<file path="src/rtl/keypad_scan_rx_if.sv">
// -----------------------------------------------------------------------------
// keypad_scan_rx_if
// Purpose : valid/ready handshake that carries debounced key codes from the
//           keypad scanner (master) to the consuming FSM / matrix-entry logic
//           (slave).
// Signals : key_code  [3:0]  head code {row[1:0], col[1:0]}, master -> slave
//           key_valid        head code present, master -> slave
//           key_ready        consumer takes the head this cycle, slave -> master
// -----------------------------------------------------------------------------
interface keypad_scan_rx_if;
    logic [3:0] key_code;
    logic       key_valid;
    logic       key_ready;

    modport master (
        output key_code,
        output key_valid,
        input  key_ready
    );

    modport slave (
        input  key_code,
        input  key_valid,
        output key_ready
    );
endinterface

</file>
<file path="src/rtl/keypad_scan_rx.sv">
// -----------------------------------------------------------------------------
// keypad_scan_rx
// Purpose : scans a 4x4 matrix keypad (drives one column low at a time, reads
//           the rows), debounces press and release, encodes the captured key as
//           {row[1:0], col[1:0]} and queues it in a small FIFO read out through
//           a valid/ready handshake.
// Ports   : clk          system clock
//           rst_n        asynchronous active-low reset, release synchronized
//           row_n  [3:0] keypad rows, active-low, asynchronous to clk
//           col_n  [3:0] column drive, one-hot active-low
//           key_pressed  high while a debounced key is held
//           overflow     one-cycle pulse when a code is dropped (FIFO full)
//           kif          keypad_scan_rx_if.master (key_code/key_valid/key_ready)
// Options : define KEYPAD_REPEAT_EN to auto-repeat a held key's code after
//           REPEAT_DELAY ticks and then every REPEAT_RATE ticks.
// -----------------------------------------------------------------------------
module keypad_scan_rx #(
    parameter int SCAN_DIV     = 100000,
    parameter int DEB_CNT      = 20,
    parameter int FIFO_DEPTH   = 4,
    parameter int REPEAT_DELAY = 500,
    parameter int REPEAT_RATE  = 100
) (
    input  logic                    clk,
    input  logic                    rst_n,
    input  logic [3:0]              row_n,
    output logic [3:0]              col_n,
    output logic                    key_pressed,
    output logic                    overflow,
    keypad_scan_rx_if.master        kif
);

    localparam int TW = $clog2(SCAN_DIV);
    localparam int DW = $clog2(DEB_CNT + 1);
    localparam int AW = $clog2(FIFO_DEPTH);
    localparam int CW = AW + 1;

    localparam logic [TW-1:0] TICK_LAST = TW'(SCAN_DIV - 1);
    localparam logic [TW-1:0] TICK_ONE  = TW'(1);
    localparam logic [DW-1:0] DEB_LAST  = DW'(DEB_CNT);
    localparam logic [DW-1:0] DEB_ONE   = DW'(1);
    localparam logic [CW-1:0] CNT_FULL  = CW'(FIFO_DEPTH);
    localparam logic [AW-1:0] PTR_ONE   = AW'(1);

    localparam logic [1:0] ST_SCAN     = 2'd0;
    localparam logic [1:0] ST_DEBOUNCE = 2'd1;
    localparam logic [1:0] ST_HELD     = 2'd2;

`ifdef KEYPAD_REPEAT_EN
    localparam int RMAX = (REPEAT_DELAY > REPEAT_RATE) ? REPEAT_DELAY : REPEAT_RATE;
    localparam int RW   = $clog2(RMAX + 1);
    localparam logic [RW-1:0] REP_DELAY_LAST = RW'(REPEAT_DELAY);
    localparam logic [RW-1:0] REP_RATE_LAST  = RW'(REPEAT_RATE);
    localparam logic [RW-1:0] REP_ONE        = RW'(1);
`endif

    // Lowest-index active (low) row wins when several rows are down.
    function automatic logic [1:0] lowest_low(input logic [3:0] r);
        if (!r[0]) begin
            return 2'd0;
        end else if (!r[1]) begin
            return 2'd1;
        end else if (!r[2]) begin
            return 2'd2;
        end else begin
            return 2'd3;
        end
    endfunction

    logic [1:0]    rst_sync_q;
    logic          rst_int_n;
    logic [3:0]    row_meta_q, row_sync_q;

    logic [TW-1:0] tick_cnt_q, tick_cnt_d;
    logic          tick_s;
    logic [1:0]    state_q, state_d;
    logic [1:0]    col_idx_q, col_idx_d;
    logic [1:0]    row_idx_q, row_idx_d;
    logic [DW-1:0] deb_cnt_q, deb_cnt_d;
    logic [DW-1:0] rel_cnt_q, rel_cnt_d;
    logic          push_q, push_d;
    logic [3:0]    push_code_q, push_code_d;
    logic [3:0]    col_n_q, col_n_d;
    logic          key_pressed_q, key_pressed_d;
    logic          row_low_s, any_low_s;
`ifdef KEYPAD_REPEAT_EN
    logic [RW-1:0] rep_cnt_q, rep_cnt_d;
    logic          rep_first_q, rep_first_d;
`endif

    logic [3:0]    mem_q [FIFO_DEPTH];
    logic [3:0]    mem_d [FIFO_DEPTH];
    logic [AW-1:0] wr_ptr_q, wr_ptr_d, rd_ptr_q, rd_ptr_d;
    logic [CW-1:0] count_q, count_d;
    logic          pop_s, wr_ok_s;
    logic [3:0]    key_code_q, key_code_d;
    logic          key_valid_q, key_valid_d;
    logic          overflow_q, overflow_d;

    // Reset synchronizer: assert immediately, release two clocks later.
    always_ff @(posedge clk or negedge rst_n) begin
        if (!rst_n) begin
            rst_sync_q <= 2'b00;
        end else begin
            rst_sync_q <= {rst_sync_q[0], 1'b1};
        end
    end

    assign rst_int_n = rst_sync_q[1];

    // Two-flop synchronizer for the asynchronous keypad rows.
    always_ff @(posedge clk or negedge rst_int_n) begin
        if (!rst_int_n) begin
            row_meta_q <= 4'hF;
            row_sync_q <= 4'hF;
        end else begin
            row_meta_q <= row_n;
            row_sync_q <= row_meta_q;
        end
    end

    assign tick_s    = (tick_cnt_q == TICK_LAST);
    assign row_low_s = ~row_sync_q[row_idx_q];
    assign any_low_s = (row_sync_q != 4'hF);

    // Scan / debounce / hold state machine; rows are only looked at on ticks.
    always_comb begin
        tick_cnt_d  = tick_s ? '0 : (tick_cnt_q + TICK_ONE);
        state_d     = state_q;
        col_idx_d   = col_idx_q;
        row_idx_d   = row_idx_q;
        deb_cnt_d   = deb_cnt_q;
        rel_cnt_d   = rel_cnt_q;
        push_d      = 1'b0;
        push_code_d = push_code_q;
`ifdef KEYPAD_REPEAT_EN
        rep_cnt_d   = rep_cnt_q;
        rep_first_d = rep_first_q;
`endif
        case (state_q)
            ST_SCAN: begin
                if (tick_s) begin
                    if (any_low_s) begin
                        row_idx_d = lowest_low(row_sync_q);
                        if (DEB_LAST == DEB_ONE) begin
                            push_d      = 1'b1;
                            push_code_d = {lowest_low(row_sync_q), col_idx_q};
                            state_d     = ST_HELD;
                            deb_cnt_d   = '0;
                            rel_cnt_d   = '0;
`ifdef KEYPAD_REPEAT_EN
                            rep_cnt_d   = '0;
                            rep_first_d = 1'b1;
`endif
                        end else begin
                            deb_cnt_d = DEB_ONE;
                            state_d   = ST_DEBOUNCE;
                        end
                    end else begin
                        col_idx_d = col_idx_q + 2'd1;
                    end
                end else begin
                    state_d = ST_SCAN;
                end
            end
            ST_DEBOUNCE: begin
                if (tick_s) begin
                    if (row_low_s) begin
                        if ((deb_cnt_q + DEB_ONE) == DEB_LAST) begin
                            push_d      = 1'b1;
                            push_code_d = {row_idx_q, col_idx_q};
                            state_d     = ST_HELD;
                            deb_cnt_d   = '0;
                            rel_cnt_d   = '0;
`ifdef KEYPAD_REPEAT_EN
                            rep_cnt_d   = '0;
                            rep_first_d = 1'b1;
`endif
                        end else begin
                            deb_cnt_d = deb_cnt_q + DEB_ONE;
                        end
                    end else begin
                        state_d   = ST_SCAN;
                        col_idx_d = col_idx_q + 2'd1;
                        deb_cnt_d = '0;
                    end
                end else begin
                    state_d = ST_DEBOUNCE;
                end
            end
            ST_HELD: begin
                if (tick_s) begin
                    if (!row_low_s) begin
`ifdef KEYPAD_REPEAT_EN
                        rep_cnt_d = '0;
`endif
                        if ((rel_cnt_q + DEB_ONE) == DEB_LAST) begin
                            state_d   = ST_SCAN;
                            col_idx_d = col_idx_q + 2'd1;
                            rel_cnt_d = '0;
                        end else begin
                            rel_cnt_d = rel_cnt_q + DEB_ONE;
                        end
                    end else begin
                        rel_cnt_d = '0;
`ifdef KEYPAD_REPEAT_EN
                        // First repeat waits the long delay, later ones the rate.
                        if ((rep_first_q && ((rep_cnt_q + REP_ONE) == REP_DELAY_LAST)) ||
                            (!rep_first_q && ((rep_cnt_q + REP_ONE) == REP_RATE_LAST))) begin
                            push_d      = 1'b1;
                            push_code_d = {row_idx_q, col_idx_q};
                            rep_cnt_d   = '0;
                            rep_first_d = 1'b0;
                        end else begin
                            rep_cnt_d = rep_cnt_q + REP_ONE;
                        end
`endif
                    end
                end else begin
                    state_d = ST_HELD;
                end
            end
            default: begin
                state_d   = ST_SCAN;
                col_idx_d = 2'd0;
                deb_cnt_d = '0;
                rel_cnt_d = '0;
            end
        endcase
        col_n_d       = ~(4'b0001 << col_idx_d);
        key_pressed_d = (state_d == ST_HELD);
    end

    // Code FIFO; key_code is the registered head after this cycle's push/pop.
    always_comb begin
        pop_s      = key_valid_q && kif.key_ready;
        wr_ok_s    = push_q && ((count_q != CNT_FULL) || pop_s);
        overflow_d = push_q && (count_q == CNT_FULL) && !pop_s;
        mem_d      = mem_q;
        if (wr_ok_s) begin
            mem_d[wr_ptr_q] = push_code_q;
            wr_ptr_d        = wr_ptr_q + PTR_ONE;
        end else begin
            wr_ptr_d = wr_ptr_q;
        end
        if (pop_s) begin
            rd_ptr_d = rd_ptr_q + PTR_ONE;
        end else begin
            rd_ptr_d = rd_ptr_q;
        end
        count_d     = count_q + CW'(wr_ok_s) - CW'(pop_s);
        key_valid_d = (count_d != '0);
        key_code_d  = mem_d[rd_ptr_d];
    end

    // State, counters, FIFO storage and registered outputs.
    always_ff @(posedge clk or negedge rst_int_n) begin
        if (!rst_int_n) begin
            tick_cnt_q    <= '0;
            state_q       <= ST_SCAN;
            col_idx_q     <= 2'd0;
            row_idx_q     <= 2'd0;
            deb_cnt_q     <= '0;
            rel_cnt_q     <= '0;
            push_q        <= 1'b0;
            push_code_q   <= 4'h0;
            col_n_q       <= 4'b1110;
            key_pressed_q <= 1'b0;
`ifdef KEYPAD_REPEAT_EN
            rep_cnt_q     <= '0;
            rep_first_q   <= 1'b1;
`endif
            for (int i = 0; i < FIFO_DEPTH; i++) begin
                mem_q[i] <= 4'h0;
            end
            wr_ptr_q      <= '0;
            rd_ptr_q      <= '0;
            count_q       <= '0;
            key_code_q    <= 4'h0;
            key_valid_q   <= 1'b0;
            overflow_q    <= 1'b0;
        end else begin
            tick_cnt_q    <= tick_cnt_d;
            state_q       <= state_d;
            col_idx_q     <= col_idx_d;
            row_idx_q     <= row_idx_d;
            deb_cnt_q     <= deb_cnt_d;
            rel_cnt_q     <= rel_cnt_d;
            push_q        <= push_d;
            push_code_q   <= push_code_d;
            col_n_q       <= col_n_d;
            key_pressed_q <= key_pressed_d;
`ifdef KEYPAD_REPEAT_EN
            rep_cnt_q     <= rep_cnt_d;
            rep_first_q   <= rep_first_d;
`endif
            mem_q         <= mem_d;
            wr_ptr_q      <= wr_ptr_d;
            rd_ptr_q      <= rd_ptr_d;
            count_q       <= count_d;
            key_code_q    <= key_code_d;
            key_valid_q   <= key_valid_d;
            overflow_q    <= overflow_d;
        end
    end

    assign col_n         = col_n_q;
    assign key_pressed   = key_pressed_q;
    assign overflow      = overflow_q;
    assign kif.key_code  = key_code_q;
    assign kif.key_valid = key_valid_q;

endmodule

</file>
<file path="src/flat_wrapper.sv">
// flat-port wrapper written by rule: the top's interface ports become plain ports
module keypad_scan_rx_flat 
#(
    parameter int SCAN_DIV     = 100000,
    parameter int DEB_CNT      = 20,
    parameter int FIFO_DEPTH   = 4,
    parameter int REPEAT_DELAY = 500,
    parameter int REPEAT_RATE  = 100
)
  (clk, rst_n, row_n, col_n, key_pressed, overflow, kif_key_code, kif_key_valid, kif_key_ready);
  keypad_scan_rx_if kif_i ();
  input  logic clk;
  input  logic rst_n;
  input  logic [3:0] row_n;
  output logic [3:0] col_n;
  output logic key_pressed;
  output logic overflow;
  output wire logic [$bits(kif_i.key_code)-1:0] kif_key_code;
  output wire logic [$bits(kif_i.key_valid)-1:0] kif_key_valid;
  input wire logic [$bits(kif_i.key_ready)-1:0] kif_key_ready;
  assign kif_key_code = kif_i.key_code;
  assign kif_key_valid = kif_i.key_valid;
  assign kif_i.key_ready = kif_key_ready;
  keypad_scan_rx #(.SCAN_DIV(SCAN_DIV), .DEB_CNT(DEB_CNT), .FIFO_DEPTH(FIFO_DEPTH), .REPEAT_DELAY(REPEAT_DELAY), .REPEAT_RATE(REPEAT_RATE)) u_core (.clk(clk), .rst_n(rst_n), .row_n(row_n), .col_n(col_n), .key_pressed(key_pressed), .overflow(overflow), .kif(kif_i));
endmodule
</file>
<file path="config.mk">
export PLATFORM = sky130hd
export DESIGN_NAME = keypad_scan_rx_flat
export DESIGN_NICKNAME = d
export VERILOG_FILES = /design/src/rtl/keypad_scan_rx_if.sv /design/src/rtl/keypad_scan_rx.sv /design/src/flat_wrapper.sv
export SDC_FILE = /design/constraint.sdc
export NUM_CORES = 1
export LEC_CHECK = 0
export ABC_AREA = 1
export CAP_MARGIN = 20
export CORE_UTILIZATION = 56
export CTS_BUF_LIST = sky130_fd_sc_hd__clkbuf_8
export CTS_CLUSTER_DIAMETER = 40
export DETAILED_ROUTE_END_ITERATION = 16
export PLACE_DENSITY = 0.88
export SLEW_MARGIN = 25
export SYNTH_ARGS = -nofsm -noshare
export SYNTH_HDL_FRONTEND = slang
export SYNTH_SLANG_ARGS = --single-unit
</file>
<file path="constraint.sdc">
create_clock -name clk -period 2.35 [get_ports clk]
set_input_delay 0.47 -clock clk [delete_from_list [all_inputs] [get_ports clk]]
set_output_delay 0.47 -clock clk [all_outputs]
set_load 0.05 [all_outputs]
</file>
Word-level counts from Yosys, hierarchy flattened
Cells that the tools add are included.
{"block": "totals", "register_bits": 82, "out_inout_bits": 11, "wordCells": 118}
{"block": "op_classes", "add_sub_neg": 8, "magnitude_cmp": 4, "n_eq_ne": 15, "shifts": 1, "n_mux": 48, "bitwise_logic": 6, "n_reduce_logical": 13}
{"operator": "5-bit 2-to-1 mux", "n": 11}
{"operator": "2-bit 2-to-1 mux", "n": 18}
{"operator": "5-bit case mux with 3 select lines", "n": 2}
{"operator": "17-bit by 1-bit adder with 17-bit output, second input constant", "n": 1}
{"operator": "17-bit == test, second input constant", "n": 1}
{"operator": "17-bit 2-to-1 mux", "n": 1}
{"operator": "16-bit bitwise mux", "n": 1}
{"operator": "16-bit 2-to-1 mux", "n": 1}
{"operator": "4-bit 2-to-1 mux", "n": 3}
{"operator": "2-bit case mux with 3 select lines", "n": 2}
{"operator": "5-bit by 1-bit adder with 5-bit output, second input constant", "n": 2}
{"operator": "5-bit == test, second input constant", "n": 2}
{"operator": "2-bit by 1-bit inequality test with 1-bit output, second input constant", "n": 5}
{"operator": "4-bit binary-select mux with 2-bit select", "n": 1}
{"operator": "4-bit demux with 2-bit select", "n": 1}
{"operator": "4-bit AND reduction", "n": 2}
{"operator": "2-bit by 1-bit adder with 2-bit output, second input constant", "n": 3}
{"operator": "3-bit >= comparator, second input constant", "n": 2}
{"operator": "1-bit 2-to-1 mux", "n": 6}
{"operator": "2-bit NOT with 3-bit output", "n": 2}
{"operator": "1-bit logical AND", "n": 5}
{"operator": "5-bit AND reduction", "n": 1}
{"operator": "2-bit == test, second input constant", "n": 2}
{"operator": "4-bit inequality test, second input constant", "n": 1}
{"operator": "17 further kinds", "n": 19}

Longest topological paths before layout
{"block": "logic_depth", "word_depth": 10, "depth_mapped": 12, "depth_no_buf": 11}

Least setup slack after synthesis
OpenSTA, ideal clock, no wires.
{"block": "synth_timing", "path_type": "register -> register", "from": "register u_core.key_valid_q (netlist: u_core.kif.key_valid)", "to": "register u_core.key_valid_q (netlist: u_core.kif.key_valid)", "setup_time_ns": 0.131, "t_arrival_ns": 2.144, "path_slack_ns": 0.074, "stages_incl_launch_ff": 10, "path_buffers": 0, "cell_sequence": "dfrtp_1 -> nand2_1 -> nand3_1 -> nand2_1 -> inv_1 -> ha_1 -> inv_1 -> fa_1 -> inv_1 -> or3_1"}
{"block": "synth_via", "elab_chain_len": 6}
{"element": "start, declared", "line_no": "keypad_scan_rx.sv:97", "text": "logic key_valid_q, key_valid_d;"}
{"element": "start signal, assigned", "line_no": "keypad_scan_rx.sv:302", "text": "key_valid_q <= key_valid_d;"}
{"element": "1-bit logical AND", "line_no": "keypad_scan_rx.sv:236", "text": "pop_s = key_valid_q && kif.key_ready;"}
{"element": "1-bit logical OR", "line_no": "keypad_scan_rx.sv:237", "text": "wr_ok_s = push_q && ((count_q != CNT_FULL) || pop_s);"}
{"element": "1-bit logical AND", "line_no": "keypad_scan_rx.sv:237"}
{"element": "net u_core.wr_ok_s", "line_no": "keypad_scan_rx.sv:95", "text": "logic pop_s, wr_ok_s;"}
{"element": "3-bit by 1-bit adder with 3-bit output", "line_no": "keypad_scan_rx.sv:251", "text": "count_d = count_q + CW'(wr_ok_s) - CW'(pop_s);"}
{"element": "3-bit by 1-bit subtractor with 3-bit output", "line_no": "keypad_scan_rx.sv:251"}
{"element": "net u_core.count_d[1]", "line_no": "keypad_scan_rx.sv:94", "text": "logic [CW-1:0] count_q, count_d;"}
{"element": "3-bit nonzero test", "line_no": "keypad_scan_rx.sv:252", "text": "key_valid_d = (count_d != '0);"}
{"element": "net u_core.key_valid_d", "line_no": "keypad_scan_rx.sv:97"}
The timed path passes the listed nets, and every way through them passes these cells.
A chain may end at the register's enable or synchronous reset.

Worst setup path after layout
{"block": "layout_timing", "from": "input kif_key_ready", "to": "register u_core.key_valid_q (netlist: u_core.kif.key_valid)"}
{"block": "layout_via", "elab_chain_len": 6}
{"element": "start, declared", "line_no": "flat_wrapper.sv:20", "text": "input wire logic [$bits(kif_i.key_ready)-1:0] kif_key_ready;"}
{"element": "1-bit logical AND (*)", "line_no": "keypad_scan_rx.sv:236"}
{"element": "1-bit logical OR", "line_no": "keypad_scan_rx.sv:237"}
{"element": "1-bit logical AND", "line_no": "keypad_scan_rx.sv:237"}
{"element": "3-bit by 1-bit adder with 3-bit output", "line_no": "keypad_scan_rx.sv:251"}
{"element": "3-bit by 1-bit subtractor with 3-bit output (*)", "line_no": "keypad_scan_rx.sv:251"}
{"element": "net u_core.count_d[1]", "line_no": "keypad_scan_rx.sv:94"}
{"element": "3-bit nonzero test (*)", "line_no": "keypad_scan_rx.sv:252"}
{"element": "net u_core.key_valid_d", "line_no": "keypad_scan_rx.sv:97"}
The timed path passes the listed nets; every way through them passes the cells marked *.

==> summary.txt <==
========================================================================================
Outcome ................................................................... finished clean
Area after DPL ............................................................     4290 um2
Diode insertion count for antenna repair ..................................            0
Area of the die ...........................................................     7420 um2
Data arrival time of the worst path .......................................      2.42 ns
Proportion of layout cells with a drive suffix above 1 ....................        0.109
Portion of the clock cycle consumed by the worst path in the final layout .        0.925
Cell count after placement ................................................          585
Achievable Freq ...........................................................      460 MHz
Total nets after synthesis ................................................          486
DRC viols .................................................................            0
Final setup margin ........................................................     0.177 ns
Clock Pin Slew Worst Setup and Hold Paths .................................      0.08 ns
Number of routed nets with antenna violations .............................            0
Die span in x .............................................................      86.1 um
Tightest slew margin relative to the limit ................................        0.623
Critical Path, Cell by Cell ............................................... clkdlybuf4s50_1, nand2_1, inv_1, ha_1, inv_1, ha_1, inv_1, fa_1, inv_1, or3_1
Global routing usage summed across all routing layers .....................        0.235
Final worst path period need ..............................................      2.17 ns
RR Endpoint ............................................................... u_core.kif.key_valid
Total half-perimeter wirelength after legalization and detailed placement .      5610 um
Count of instances resized after the clock tree is built ..................            0
RSZ-0062 raised after global routing ......................................           no
Routed length per instance ................................................      13.2 um
Actual slew at the worst max-slew pin .....................................     0.566 ns
Depth of the CTS H-tree ...................................................            3
Global route overflow .....................................................            0
Ports .....................................................................           18
TritonCTS clock tree ......................................................        built
Leakage dissipation .......................................................      2.31 nW
Power density cells .......................................................   743 nW/um2
Postcts setup bufs ........................................................            0
Max stage delay on crit path ..............................................      0.48 ns
Number of buffers inserted during clock tree synthesis ....................            9
Multi-input logic area ....................................................     1640 um2
Total clock sinks .........................................................           82
Kind of end point of the critical path ....................................    flip-flop
Reg area ..................................................................     2070 um2
Area share of the largest cell type after synthesis .......................        0.448
Setup Skew ................................................................   0.00736 ns
Required @ worst endpoint .................................................      2.60 ns
Vertical die dimension ....................................................      86.1 um
Count of input and output buffers .........................................           17
Largest vdd supply drop ...................................................   0.000341 V
Via/cell ratio ............................................................         5.39
Synth Cell Area ...........................................................     3970 um2
Number of search-and-repair iterations in the first detailed-routing pass .            6
Number of warnings reported in the yosys synthesis log ....................            0
Synthesized area per cell .................................................     8.45 um2
Biggest fanout along the worst timing path ................................            2
Classification of the worst setup path ....................................       in2reg
Element type at the critical path start ...................................   input port
CP dominant cell by count .................................................        inv_1
Total vias in the final route .............................................        3,241
Cts hold-fix bufs .........................................................            0
Post-route cell area ......................................................     4540 um2
Clock latency on the worst-skew pair ......................................      0.36 ns
Count of pins over their slew limit .......................................            0
Global-route wire length before repair ....................................    13,400 um
R2R Setup Slk .............................................................      0.30 ns
Net count, final ..........................................................          517
Routability congestion estimate ...........................................        0.921
Library cells used by synthesis ...........................................           33
Type of the tightest min-delay check ......................................     in2async
Root buffer cell ..........................................................     clkbuf_8
Post-Layout Cell Count ....................................................          601
Flops & latches, synth ....................................................           82
Effective utilization at floorplan ........................................        0.580
Total detailed-routing wirelength .........................................      7920 um
Proportion of synthesized chip area in sequential cells ...................        0.521
Total number of placement rows ............................................           30
Clock tree buffer depth ...................................................            2
Place WS ..................................................................    -0.215 ns
Antenna violations before repair ..........................................            0
Number of hold violations in the final report .............................            0
Final setup violating endpoints ...........................................            0
Synthesized netlist cell count ............................................          469
Pin count of the biggest net entering global routing ......................           45
Max cap viols .............................................................            0
Filler Cells Inserted .....................................................          546
Synth-to-layout area growth ...............................................        14.5%
Vias in the first global route ............................................        3,084
Slowest cell on crit path .................................................         fa_1
First DRT Iteration DRCs ..................................................          199
Core outline area .........................................................     6830 um2
Reg-to-reg startpoint ..................................................... u_core.kif.key_valid
Synth area leaders ........................................................ dfrtp_1, nand2_1, dfstp_2
Cell taking the most area after synthesis .................................      dfrtp_1
Depth of the most critical reg-to-reg path ................................            9
========================================================================================
## cells in the final DEF (no fill, tap or decap), types with 4 or more instances in the layout
master,count
dfrtp_1,70
inv_2,5
buf_4,6
inv_1,55
o21ai_0,21
nand2_1,126
nand2_2,4
nand3_2,4
nand3_1,42
nand4_1,12
o21ai_1,4
xor2_1,12
dfstp_2,11
clkbuf_8,9
clkdlybuf4s50_1,17
nor2_1,43
ha_1,9
o211ai_1,4
a21oi_1,9
nor3_1,9
## worst max-delay path, delay by kind of cell
| kind | cells | cell delay [ns] |
|---|---|---|
| adder cells (fa/ha/maj) | 3 | 0.84 |
| buffers and inverters | 5 | 0.69 |
| AND/OR/NAND/NOR | 2 | 0.42 |
## per-stage QoR
stage	hold slack [ns]	total power, mW	utilization	TNS (ns)
5_1_grt	0.257	3.52	0.665	0
3_5_place_dp	0.342	2.16	0.628	-0.215
6_report	0.258	3.38	0.665	0
4_1_cts	0.254	3.40	0.665	0
2_1_floorplan	0.174	1.98	-	0
3_3_place_gp	0.341	2.13	0.628	-0.136
## worst max-delay path by stage
| stage | start | endpoint | slack, ns | cells past startpoint |
|---|---|---|---|---|
| 2_1_floorplan | u_core.kif.key_valid | u_core.kif.key_valid | 0.07 | 9 |
| 3_3_place_gp | kif_key_ready | u_core.kif.key_valid | -0.14 | 10 |
| 3_5_place_dp | kif_key_ready | u_core.kif.key_valid | -0.22 | 10 |
| 4_1_cts | kif_key_ready | u_core.kif.key_valid | 0.16 | 10 |
| 5_1_grt | kif_key_ready | u_core.kif.key_valid | 0.08 | 10 |
| 6_report | kif_key_ready | u_core.kif.key_valid | 0.18 | 10 |
## registers in the layout, summed over array words and instances (netlist names), 5 cells and up
signal,flops
u_core.mem_q,16
u_core.tick_cnt_q,17
u_core.rel_cnt_q,5
u_core.deb_cnt_q,5
## final cells by class
class / count / share of cell area
flip-flops and latches: 82 / 0.456
well taps: 96 / 0.0265
inverters: 60 / 0.0496
clock buffers: 9 / 0.0273
multi-input cells: 323 / 0.362
clock inverters: 7 / 0.0276
repair buffers: 24 / 0.0518
## synth_stat cells, drive strengths merged
master	number
buf	4
o221ai	1
dfstp	11
fa	1
ha	9
nor2	47
nor4	3
dfrtp	71
nand3	46
xor2	12
inv	60
nand3b	3
a21oi	9
o21ai	27
or3	1
o211ai	4
a22oi	2
nand2	130
and3	1
or2	1
nor3	9
nand4	12
xnor2	3
o21a	1
conb	1
## power by group
| part | switching [mW] | internal (mW) | total (mW) |
|---|---|---|---|
| Sequential | 0.0603 | 1.50 | 1.56 |
| Combinational | 0.348 | 0.221 | 0.568 |
| Clock | 0.529 | 0.714 | 1.24 |
| Total | 0.937 | 2.44 | 3.38 |
## per-layer routing
metal / track usage / share of wire / vias to the layer above
li1: - / - / 1568
met3: 0.0520 / 0.057 / 28
met5: 0 / 0 / -
met2: 0.399 / 0.49 / 126
met4: 0.130 / 0.034 / 0
met1: 0.277 / 0.41 / 1519
## kinds of logic after synthesis
family / synth area share
AO/OA/AOI/OAI: 0.0628
adder cells (fa/ha/maj): 0.0334
XOR/XNOR: 0.0331
other: 0.000946
AND/OR/NAND/NOR: 0.284
buffers and inverters: 0.0650
flip-flops: 0.521
Power figures use the tool's default switching activity.
